===== src/rtl/alu_pkg.sv =====
// Shared widths and operation encodings for the 8-bit registered ALU.
package alu_pkg;

    localparam int unsigned DATA_W = 8;
    localparam int unsigned RES_W  = 16;
    localparam int unsigned OP_W   = 2;

    localparam logic [OP_W-1:0] OP_ADD = 2'b00;
    localparam logic [OP_W-1:0] OP_SUB = 2'b01;
    localparam logic [OP_W-1:0] OP_MUL = 2'b10;
    localparam logic [OP_W-1:0] OP_DIV = 2'b11;

endpackage : alu_pkg


===== src/rtl/alu_div8.sv =====
// Combinational 8-bit unsigned restoring divider; a zero divisor yields zero outputs.
module alu_div8
    import alu_pkg::*;
(
    input  logic [DATA_W-1:0] dividend,
    input  logic [DATA_W-1:0] divisor,
    output logic [DATA_W-1:0] quotient,
    output logic [DATA_W-1:0] remainder,
    output logic              div_by_zero
);

    logic [DATA_W:0]   rem;
    logic [DATA_W-1:0] quo;

    assign div_by_zero = (divisor == '0);

    // One shift-compare-subtract step per dividend bit, MSB first.
    always_comb begin
        rem = '0;
        quo = '0;
        for (int i = DATA_W - 1; i >= 0; i--) begin
            rem = {rem[DATA_W-1:0], dividend[i]};
            if (rem >= {1'b0, divisor}) begin
                rem    = rem - {1'b0, divisor};
                quo[i] = 1'b1;
            end
        end
    end

    assign quotient  = div_by_zero ? '0 : quo;
    assign remainder = div_by_zero ? '0 : rem[DATA_W-1:0];

endmodule : alu_div8


===== src/rtl/alu.sv =====
// Single-cycle registered 8-bit ALU: add, sub, mul, div with divide-by-zero flag.
module alu
    import alu_pkg::*;
(
    input  logic              clk,
    input  logic              rst,
    input  logic              valid_in,
    input  logic [DATA_W-1:0] a,
    input  logic [DATA_W-1:0] b,
    input  logic [OP_W-1:0]   op,
    output logic              valid_out,
    output logic [RES_W-1:0]  result,
    output logic              error
);

    logic [DATA_W-1:0] div_quo;
    logic [DATA_W-1:0] div_rem;
    logic              div_zero;

    logic [RES_W-1:0]  add_res;
    logic [RES_W-1:0]  sub_res;
    logic [RES_W-1:0]  mul_res;

    logic [RES_W-1:0]  result_d, result_q;
    logic              error_d,  error_q;
    logic              valid_d,  valid_q;

    alu_div8 u_div (
        .dividend    (a),
        .divisor     (b),
        .quotient    (div_quo),
        .remainder   (div_rem),
        .div_by_zero (div_zero)
    );

    assign add_res = RES_W'({1'b0, a} + {1'b0, b});
    assign sub_res = RES_W'(a) - RES_W'(b);
    assign mul_res = RES_W'(a) * RES_W'(b);

    // Operation mux; outputs hold when no valid operation is presented.
    always_comb begin
        result_d = result_q;
        error_d  = error_q;
        valid_d  = 1'b0;
        if (valid_in) begin
            valid_d = 1'b1;
            error_d = 1'b0;
            unique case (op)
                OP_ADD:  result_d = add_res;
                OP_SUB:  result_d = sub_res;
                OP_MUL:  result_d = mul_res;
                OP_DIV: begin
                    result_d = {div_rem, div_quo};
                    error_d  = div_zero;
                end
                default: result_d = '0;
            endcase
        end
    end

    always_ff @(posedge clk) begin
        if (rst) begin
            result_q <= '0;
            error_q  <= 1'b0;
            valid_q  <= 1'b0;
        end else begin
            result_q <= result_d;
            error_q  <= error_d;
            valid_q  <= valid_d;
        end
    end

    assign result    = result_q;
    assign error     = error_q;
    assign valid_out = valid_q;

endmodule : alu


===== config.mk =====
export PLATFORM = sky130hd
export DESIGN_NAME = alu
export DESIGN_NICKNAME = d
export VERILOG_FILES = /design/src/rtl/alu_pkg.sv /design/src/rtl/alu_div8.sv /design/src/rtl/alu.sv
export SDC_FILE = /design/constraint.sdc
export NUM_CORES = 1
export LEC_CHECK = 0
export CAP_MARGIN = 20
export CELL_PAD_IN_SITES_DETAIL_PLACEMENT = 1
export CELL_PAD_IN_SITES_GLOBAL_PLACEMENT = 1
export CORE_MARGIN = 2
export CORE_UTILIZATION = 46
export DETAILED_ROUTE_END_ITERATION = 7
export GPL_ROUTABILITY_DRIVEN = 0
export PLACE_DENSITY = 0.87
export RECOVER_POWER = 25
export SYNTH_ARGS = -nofsm -noshare
export SYNTH_HDL_FRONTEND = slang
export SYNTH_SLANG_ARGS = --single-unit

===== constraint.sdc =====
create_clock -name clk -period 56.5 [get_ports clk]
set_clock_uncertainty 0.1 [all_clocks]
set_input_delay 14.125 -clock clk [delete_from_list [all_inputs] [get_ports clk]]
set_output_delay 14.125 -clock clk [all_outputs]
set_load 0.01 [all_outputs]

==> summary.md, run 1 <==
| Metric | Value |
|---|---|
| DIE AREA | `0.01574 mm²` |
| Crit path buf inv count | `8` |
| Setup-violating endpoint count in the final report | `0` |
| #FFs+latches synth | `18` |
| Total GRT Usage | `27.45%` |
| Async SR Flop Fraction | `0%` |
| Largest family of logic cells by synthesized area | `adder cells` |
| Fin crit share | `58.98%` |
| Final Hold Fails | `0` |
| Highest clock rate | `0.03001 GHz` |
| Post-Syn Instances | `865` |
| Fraction of layout cells with a size suffix above 1 | `4.783%` |
| Worst stage delay on the critical path | `0.68 ns` |
| I/O pin total | `39` |
| DRT Pass-1 Iters | `4` |
| Placed Cells | `1079` |
| Mapped Area | `0.006788 mm²` |
| Post-DRT Antenna Nets | `0` |
| Syn_nets | `1047` |
| Die X-Extent | `125.5 µm` |
| Top-area cell type share of the netlist area | `21.38%` |
| Most frequent cell after synthesis | `ha_1` |
| Mux contribution to synthesized area | `5.180%` |
| # port buffers | `38` |
| Final net count | `1083` |
| Critical Path AT | `33.37 ns` |
| Adder-Cell Fraction of Synth Area | `34.65%` |
| P&R area growth vs syn | `9.899%` |
| Row count | `44` |
| Worst vdd ir | `23.18 µV` |
| Top cells by count, synth | `ha_1 (116), inv_1 (112), nand2_1 (79)` |
| Postcts setup bufs | `0` |
| CTS buffer count | `3` |
| Leakage | `0.003686 µW` |
| Min-delay worst type | `flop to flop` |
| Clk sink count | `18` |
| MaxCap Viol Count | `0` |
| Number of vias in the routed layout | `6584` |
| Simple-gate share of the synthesized area | `17.12%` |
| CTS Hold Buffers Added | `0` |
| Sequential element share of the synthesized area | `5.309%` |
| Slew headroom | `38.30%` |
| RSZ-0062 raised after global routing | `false` |
| Vias in the first global route | `6963` |
| CP max FO | `17` |
| Post-synth top area cell | `ha_1` |
| Final std cells w/o fill | `1083` |
| Count of pins over their slew limit | `0` |
| Synth top area cells | `ha_1 (21%), fa_1 (13%), inv_1 (6.2%)` |
| XOR/XNOR Fraction of Synth Area | `5.419%` |
| Main synth FF type | `dfxtp_1` |
| Average cell area after synthesis | `7.847 µm²` |
| First-pass GRT wire length | `35470 µm` |
| Clock buffer depth | `2` |
| Starting DRT DRC Count | `368` |
| Synth Area in Compound Gates | `25.03%` |
| Initial antenna violation count | `0` |
| Antenna Diode Count | `0` |
| Largest net degree at the start of global routing | `25` |
| Crit. End Element | `flop` |
| Clk pin slew, worst setup/hold paths | `0.05 ns` |
| Period minus WS final | `33.32 ns` |
| Setup crit start kind | `primary input` |
| CP most frequent cell | `o21ai_0` |
| Via density | `6.079` |
| Initial Utilization | `46.88%` |
| Final WL | `21680 µm` |
| Clock Tree Root | `clkbuf_16` |
| TritonCTS clock tree | `built` |
| Worst Path Required | `56.54 ns` |
| Crit path max-delay family | `compound AO/OA/AOI/OAI gates` |
| Status | `finished, final reports clean` |
| Measured slew at the worst slew-check pin | `0.9227 ns` |
| Post-synthesis cell type count | `79` |
| HPWL after detailed placement | `17780 µm` |
| Die Y-Extent | `125.5 µm` |
| Ys Warns | `0` |
| Crit path max-delay cell type | `clkdlybuf4s50_1` |
| H-tree depth | `1` |
| PostCTS Resize Cnt | `0` |
| TNS Setup | `0 ns` |
| Core footprint | `0.01448 mm²` |
| DRC | `0` |
| Number of flops mapped to enable cells by yosys | `0` |
| Clk_lat worst skew | `0.25 ns` |
| Crit Path Class | `primary input to flop` |
| Total global routing overflow | `0` |
| WL per Instance | `20.01 µm` |
| PwrDens | `38.72 mW/mm²` |
## final timing paths
check,startpoint,to,slack (ns),cells after the start
worst min-delay path,result[7],result[7],0.36,2
worst max register to register,result[14],result[14],55.06,4
worst max-delay path,a[7],result[11],23.18,80
worst min register to register,result[7],result[7],0.36,2
## flip-flops by register name (all words and copies together) (netlist names)
| name | flops |
|---|---|
| error | 1 |
| result | 16 |
| valid_out | 1 |
## where the power goes
group	internal [µW]	switching [µW]	leakage [µW]
Combinational	109	148	0.00350
Clock	9.33	4.86	0.0000370
Sequential	15.9	2.16	0.000148
Total	134	155	0.00369
## through the flow
step | hold slack (ns) | power [µW] | utilization, % | area [µm²] | worst slack (ns)
after floorplan | 0.3858 | 208.4 | - | 6788 | 26.69
after global placement | 0.3524 | 263.3 | 50.95 | 7377 | 23.91
after detailed placement | 0.3589 | 272.0 | 50.95 | 7377 | 22.57
after CTS | 0.3668 | 287.8 | 51.47 | 7452 | 22.74
after global routing | 0.4082 | 316.5 | 51.52 | 7460 | 21.41
final | 0.3621 | 288.8 | 51.52 | 7460 | 23.18
## placed cells by master (no fill, tap or decap), drive strengths merged, types with 10 or more instances in the layout
cell and n:
xor2 18, nand4 12, o21ai 50, nand2 79, inv 112, ha 116
nor2 69, o211ai 10, a21oi 61, o21a 16, clkdlybuf4s50 29, o21bai 15
nor2b 19, mux2i 20, a21o 21, xnor2 24, fa 45, dfxtp 18
mux2 12
## logic make-up after synthesis
group / after synthesis
adder cells (fa/ha/maj): 161
flip-flops: 18
XOR/XNOR: 42
AND/OR/NAND/NOR: 239
AO/OA/AOI/OAI: 245
multiplexers: 32
buffers and inverters: 128
## per-layer routing
layer  vias up  wire length [µm]  global-route usage [%]  part of all wire [%]
met4         0               588                   7.516                   2.7
li1       3127                 -                       -                     -
met3        47              1048                   2.696                   4.8
met1      3237              9691                   36.04                    45
met5         -                 0                       0                     0
met2       173             10350                   48.01                    48
## worst register-to-register path, cell delays in order, from the launching register on
cell and delay, ns:
dfxtp_1 0.33, o21ai_0 0.38, a41oi_1 0.13, a31oi_1 0.17, a21bo_2 0.23
## area by class of cell
cell class                 count  area, µm²
fill                        1817       7019
multi-input combinational    719       5933
timing repair buffer          45      432.9
inverter                     114      427.9
sequential                    18      360.3
tap                          184      230.2
clock buffer                   3      75.07
(Power assumes the default switching activity.)
==> inputs of run 2 (changes only) <==
clock period = 34.8 ns   (was 56.5 ns; I/O delays follow)
==> run 2 against run 1 <==
Net effect: routed wire length is 1.9% higher; sequential share of layout area hardly changed; core utilization hardly changed; non-clock buffer count is 1 lower; sequential power is 63% higher; first-iteration DRC count is 21% lower; total power is 63% higher; via count is 0.27% lower; combinational power is 62% higher; cell area hardly changed; critical path depth is 1 lower; critical endpoint unchanged.
==> summary.md, run 2 (synthesis results as in run 1) <==
| Metric | Value |
|---|---|
| Status | `finished, final reports clean` |
| Post-DRT Antenna Nets | `0` |
| Clock buffer depth | `2` |
| Worst stage delay on the critical path | `0.83 ns` |
| CP max FO | `17` |
| WL per Instance | `20.39 µm` |
| Setup crit start kind | `primary input` |
| H-tree depth | `1` |
| Max reg flops | `16` |
| Reg2reg end | `result[14]` |
| Worst Path Required | `34.85 ns` |
| Most frequent cells in the layout | `ha_1 (116), inv_1 (112), nand2_1 (79)` |
| Placed instance area | `0.007377 mm²` |
| Row count | `44` |
| P&R area growth vs syn | `9.991%` |
| DIE AREA | `0.01574 mm²` |
| Setup-violating endpoint count in the final report | `0` |
| Initial antenna violation count | `0` |
| Crit path max-delay cell type | `a21boi_1` |
| Total GRT Usage | `28.04%` |
| Die X-Extent | `125.5 µm` |
| Worst vdd ir | `58.78 µV` |
| PwrDens | `63.14 mW/mm²` |
| Layout filler cell count | `1824` |
| Via density | `6.063` |
| Reg-to-reg setup timing slack | `33.30 ns` |
| RSZ-0062 raised after global routing | `false` |
| Vias in the first global route | `7125` |
| CTS Hold Buffers Added | `0` |
| Final net count | `1082` |
| Clk_lat worst skew | `0.25 ns` |
| Commonest non-fill, non-tap cell in the layout | `ha_1` |
| TNS Setup | `0 ns` |
| CP most frequent cell | `o21ai_0` |
| Slew headroom | `36.01%` |
| DRC | `0` |
| # port buffers | `38` |
| CTS buffer count | `3` |
| Highest clock rate | `0.03546 GHz` |
| Clk pin slew, worst setup/hold paths | `0.05 ns` |
| Fin util | `51.56%` |
| Register Area | `360.3 µm²` |
| Postcts setup bufs | `0` |
| Final WL | `22080 µm` |
| Clk sink count | `18` |
| Initial Utilization | `46.88%` |
| DRT Pass-1 Iters | `5` |
| Total global routing overflow | `0` |
| Hold Path Origin | `result[7]` |
| Starting DRT DRC Count | `291` |
| Period minus WS final | `28.20 ns` |
| Clock Tree Root | `clkbuf_16` |
| Largest net degree at the start of global routing | `25` |
| Die Y-Extent | `125.5 µm` |
| Measured slew at the worst slew-check pin | `0.9578 ns` |
| R2R cell count | `4` |
| Final Hold Fails | `0` |
| First-pass GRT wire length | `36280 µm` |
| Cell area after layout | `0.007466 mm²` |
| Critical Path AT | `28.24 ns` |
| Crit Path Class | `primary input to flop` |
| HPWL after detailed placement | `17900 µm` |
| Total power | `471.4 µW` |
| Crit. Startpoint | `a[7]` |
| Core footprint | `0.01448 mm²` |
| Number of vias in the routed layout | `6566` |
| TritonCTS clock tree | `built` |
| Worst R2R Start | `result[14]` |
| Antenna Diode Count | `0` |
| WHS Endpoint | `result[7]` |
| Crit. End Element | `flop` |
| Min-delay worst type | `flop to flop` |
| Count of pins over their slew limit | `0` |
| PostCTS Resize Cnt | `0` |
| Hold path depth | `2` |
| I/O pin total | `39` |
| Fraction of layout cells with a size suffix above 1 | `4.783%` |
| Leakage | `0.003689 µW` |
| MaxCap Viol Count | `0` |
| Fin crit share | `81.03%` |
| Multi-input gate area | `0.005933 mm²` |
## run 2: report_power, final
| part | switching, µW | internal, µW |
|---|---|---|
| clock network | 8.22 | 17.5 |
| logic | 240 | 177 |
| registers | 3.55 | 25.8 |
| total | 251 | 220 |
## run 2: worst max path at each step
stage            endpoint  depth (start not counted)  slack, ns
6_report       result[11]                         79       6.60
5_1_grt        result[11]                         80       4.96
4_1_cts        result[11]                         80       6.85
3_5_place_dp   result[11]                         80       6.65
3_3_place_gp   result[11]                         77       7.64
2_1_floorplan  result[11]                         83      10.42
## run 2: final cells by class
type                       count  share of cell area (%)
multi-input combinational    719                   79.47
inverter                     114                   5.732
timing repair buffer          44                   5.698
sequential                    18                   4.827
tap                          184                   3.084
clock buffer                   4                   1.190
## run 2: per-stage QoR
stage               std cells  hold slack (ns)  worst slack, ns
finish                   1083           0.3662            6.603
global route             1083           0.4040            4.958
CTS                      1083           0.3732            6.852
detailed placement       1079           0.3651            6.655
global placement         1079           0.3527            7.636
floorplan                 865           0.3858            10.42
## run 2: worst max-delay path, delay by kind of cell
family / cells / cell delay [ns]
AOI/OAI and AO/OA: 43 / 11.19
adders and majority gates: 8 / 2.31
buffers and inverters: 7 / 1.28
muxes: 4 / 1.60
and+or+nand+nor: 17 / 3.13
## run 2: per-layer routing
layer  vias up  global-route usage [%]  share of wire (%)
met5         -                       0                  0
met4         0                   7.386                2.4
met3        44                   3.338                4.6
met2       156                   50.40                 49
met1      3243                   35.47                 44
li1       3123                       -                  -
==> inputs of run 3 (changes only) <==
CORE_UTILIZATION = 43   (was 46)
PLACE_DENSITY = 0.85   (was 0.87)
clock period = 25.4 ns   (was 34.8 ns; I/O delays follow)
==> run 3 against run 2 <==
Net effect: combinational power rose by 40%; core utilization fell by 2.0 points; non-clock buffer count rose by 8; sequential cell count did not move; global-route usage fell by 0.83 points; setup slack got worse by 5.2 ns; total power rose by 40%; largest power group unchanged; highest routed layer unchanged.
==> summary.md, run 3 (synthesis results as in run 1) <==
| Metric | Value |
|---|---|
| Status | `finished, final reports clean` |
| Layout filler cell count | `1917` |
| Total power | `660.2 µW` |
| PwrDens | `86.94 mW/mm²` |
| Count of pins over their slew limit | `0` |
| Final setup margin | `1.397 ns` |
| Crit path max-delay cell type | `clkdlybuf4s50_1` |
| GRT busiest layer | `met2` |
| Starting DRT DRC Count | `397` |
| Min-delay worst type | `flop to flop` |
| Fin crit share | `94.50%` |
| Vias in the first global route | `6980` |
| CTS Hold Buffers Added | `0` |
| Fraction of layout cells with a size suffix above 1 | `6.284%` |
| H-tree depth | `1` |
| Period minus WS final | `24.00 ns` |
| Fin util | `49.58%` |
| Worst stage delay on the critical path | `0.64 ns` |
| Placed instance area | `0.007433 mm²` |
| Measured slew at the worst slew-check pin | `0.7976 ns` |
| R2R cell count | `4` |
| Hold path depth | `2` |
| Initial antenna violation count | `0` |
| Final Hold Fails | `0` |
| Worst vdd ir | `54.27 µV` |
| TritonCTS clock tree | `built` |
| DIE AREA | `0.01681 mm²` |
| CTS buffer count | `3` |
| Place WS | `0.5296 ns` |
| Die X-Extent | `129.6 µm` |
| Antenna Diode Count | `0` |
| DRT Pass-1 Iters | `5` |
| Hold Path Origin | `error` |
| First-pass GRT wire length | `36340 µm` |
| Clock Tree Root | `clkbuf_16` |
| # port buffers | `38` |
| I/O pin total | `39` |
| Via density | `5.877` |
| Slew headroom | `46.66%` |
| Crit Path Class | `primary input to flop` |
| Met2 Resource Use GR | `48.11%` |
| Crit. End Element | `flop` |
| Hold_ws | `0.3598 ns` |
| Highest clock rate | `0.04166 GHz` |
| Max reg flops | `16` |
| Final net count | `1090` |
| Commonest non-fill, non-tap cell in the layout | `ha_1` |
| Largest net degree at the start of global routing | `25` |
| P&R area growth vs syn | `11.87%` |
| Leakage | `0.003732 µW` |
| M1 GR Usage | `36.09%` |
| Setup crit start kind | `primary input` |
| Clock buffer depth | `2` |
| Die Y-Extent | `129.6 µm` |
| Cell area after layout | `0.007594 mm²` |
| HPWL after detailed placement | `17910 µm` |
| Worst Path Required | `25.45 ns` |
| Row count | `45` |
| Post-DRT Antenna Nets | `0` |
| Core footprint | `0.01531 mm²` |
| WHS Endpoint | `error` |
| Setup-violating endpoint count in the final report | `0` |
| CP most frequent cell | `o21ai_0` |
| Most frequent cells in the layout | `ha_1 (116), inv_1 (112), nand2_1 (78)` |
| CP max FO | `17` |
| Worst R2R Start | `result[14]` |
| Reg2reg end | `result[14]` |
| Clk_lat worst skew | `0.25 ns` |
| Critical Path AT | `24.05 ns` |
| Clk pin slew, worst setup/hold paths | `0.05 ns` |
| Clk sink count | `18` |
| Number of vias in the routed layout | `6571` |
| Final WL | `21930 µm` |
| Total GRT Usage | `27.21%` |
| Total global routing overflow | `0` |
| MaxCap Viol Count | `0` |
| Met3 usage | `1.899%` |
| DRC | `0` |
| WL per Instance | `19.61 µm` |
| Reg-to-reg setup timing slack | `23.92 ns` |
| Initial Utilization | `44.32%` |
| Crit path max-delay family | `compound AO/OA/AOI/OAI gates` |
| Crit path buf inv count | `10` |
==> run 3: per-stage QoR <==
step           std cells    TNS, ns
2_1_floorplan        865          0
3_3_place_gp        1109          0
3_5_place_dp        1109          0
4_1_cts             1113          0
5_1_grt             1118  -0.008916
6_report            1118          0
==> run 3: worst max-delay path by stage <==
stage                     from          to  slack, ns  depth (start not counted)
after floorplan           b[1]  result[11]       3.37                         83
after global placement    a[7]  result[11]       1.30                         81
after detailed placement  a[7]  result[11]       0.53                         81
after CTS                 a[7]  result[11]       0.74                         81
after global routing      a[7]  result[11]     -0.009                         82
final                     a[7]  result[11]       1.40                         81
==> run 3: area by class of cell <==
| cell class | count | area [µm²] | share of cell area, % |
|---|---|---|---|
| clock buffer | 4 | 88.84 | 1.170 |
| inverter | 114 | 427.9 | 5.635 |
| multi-input combinational | 719 | 5967 | 78.58 |
| sequential | 18 | 360.3 | 4.745 |
| tap | 211 | 264.0 | 3.477 |
| timing repair buffer | 52 | 485.5 | 6.393 |
==> run 3: what timing repair did <==
| item | CTS | global route |
|---|---|---|
| resized for setup | 0 | 8 |
| buffers inserted | 0 | 5 |
| endpoints found under the setup margin | 0 | 9 |
| endpoints found under the hold margin | 0 | 0 |
==> run 3: worst reg2reg max path, cell delays in order, from the launching register on <==
cell and delay (ns):
dfxtp_1 0.33, o21ai_0 0.40, a41oi_1 0.14, a31oi_1 0.17, a21bo_2 0.23
==> run 3: where the power goes <==
part | internal [µW] | switching [µW]
Sequential | 35.3 | 5.37
Clock | 24.0 | 11.2
Combinational | 248 | 336
Total | 307 | 353
==> run 3: routing by layer <==
layer  vias up  share of wire (%)
met2       160                 48
met1      3242                 45
met4         0                2.1
li1       3137                  -
met3        32                4.2
met5         -                  0
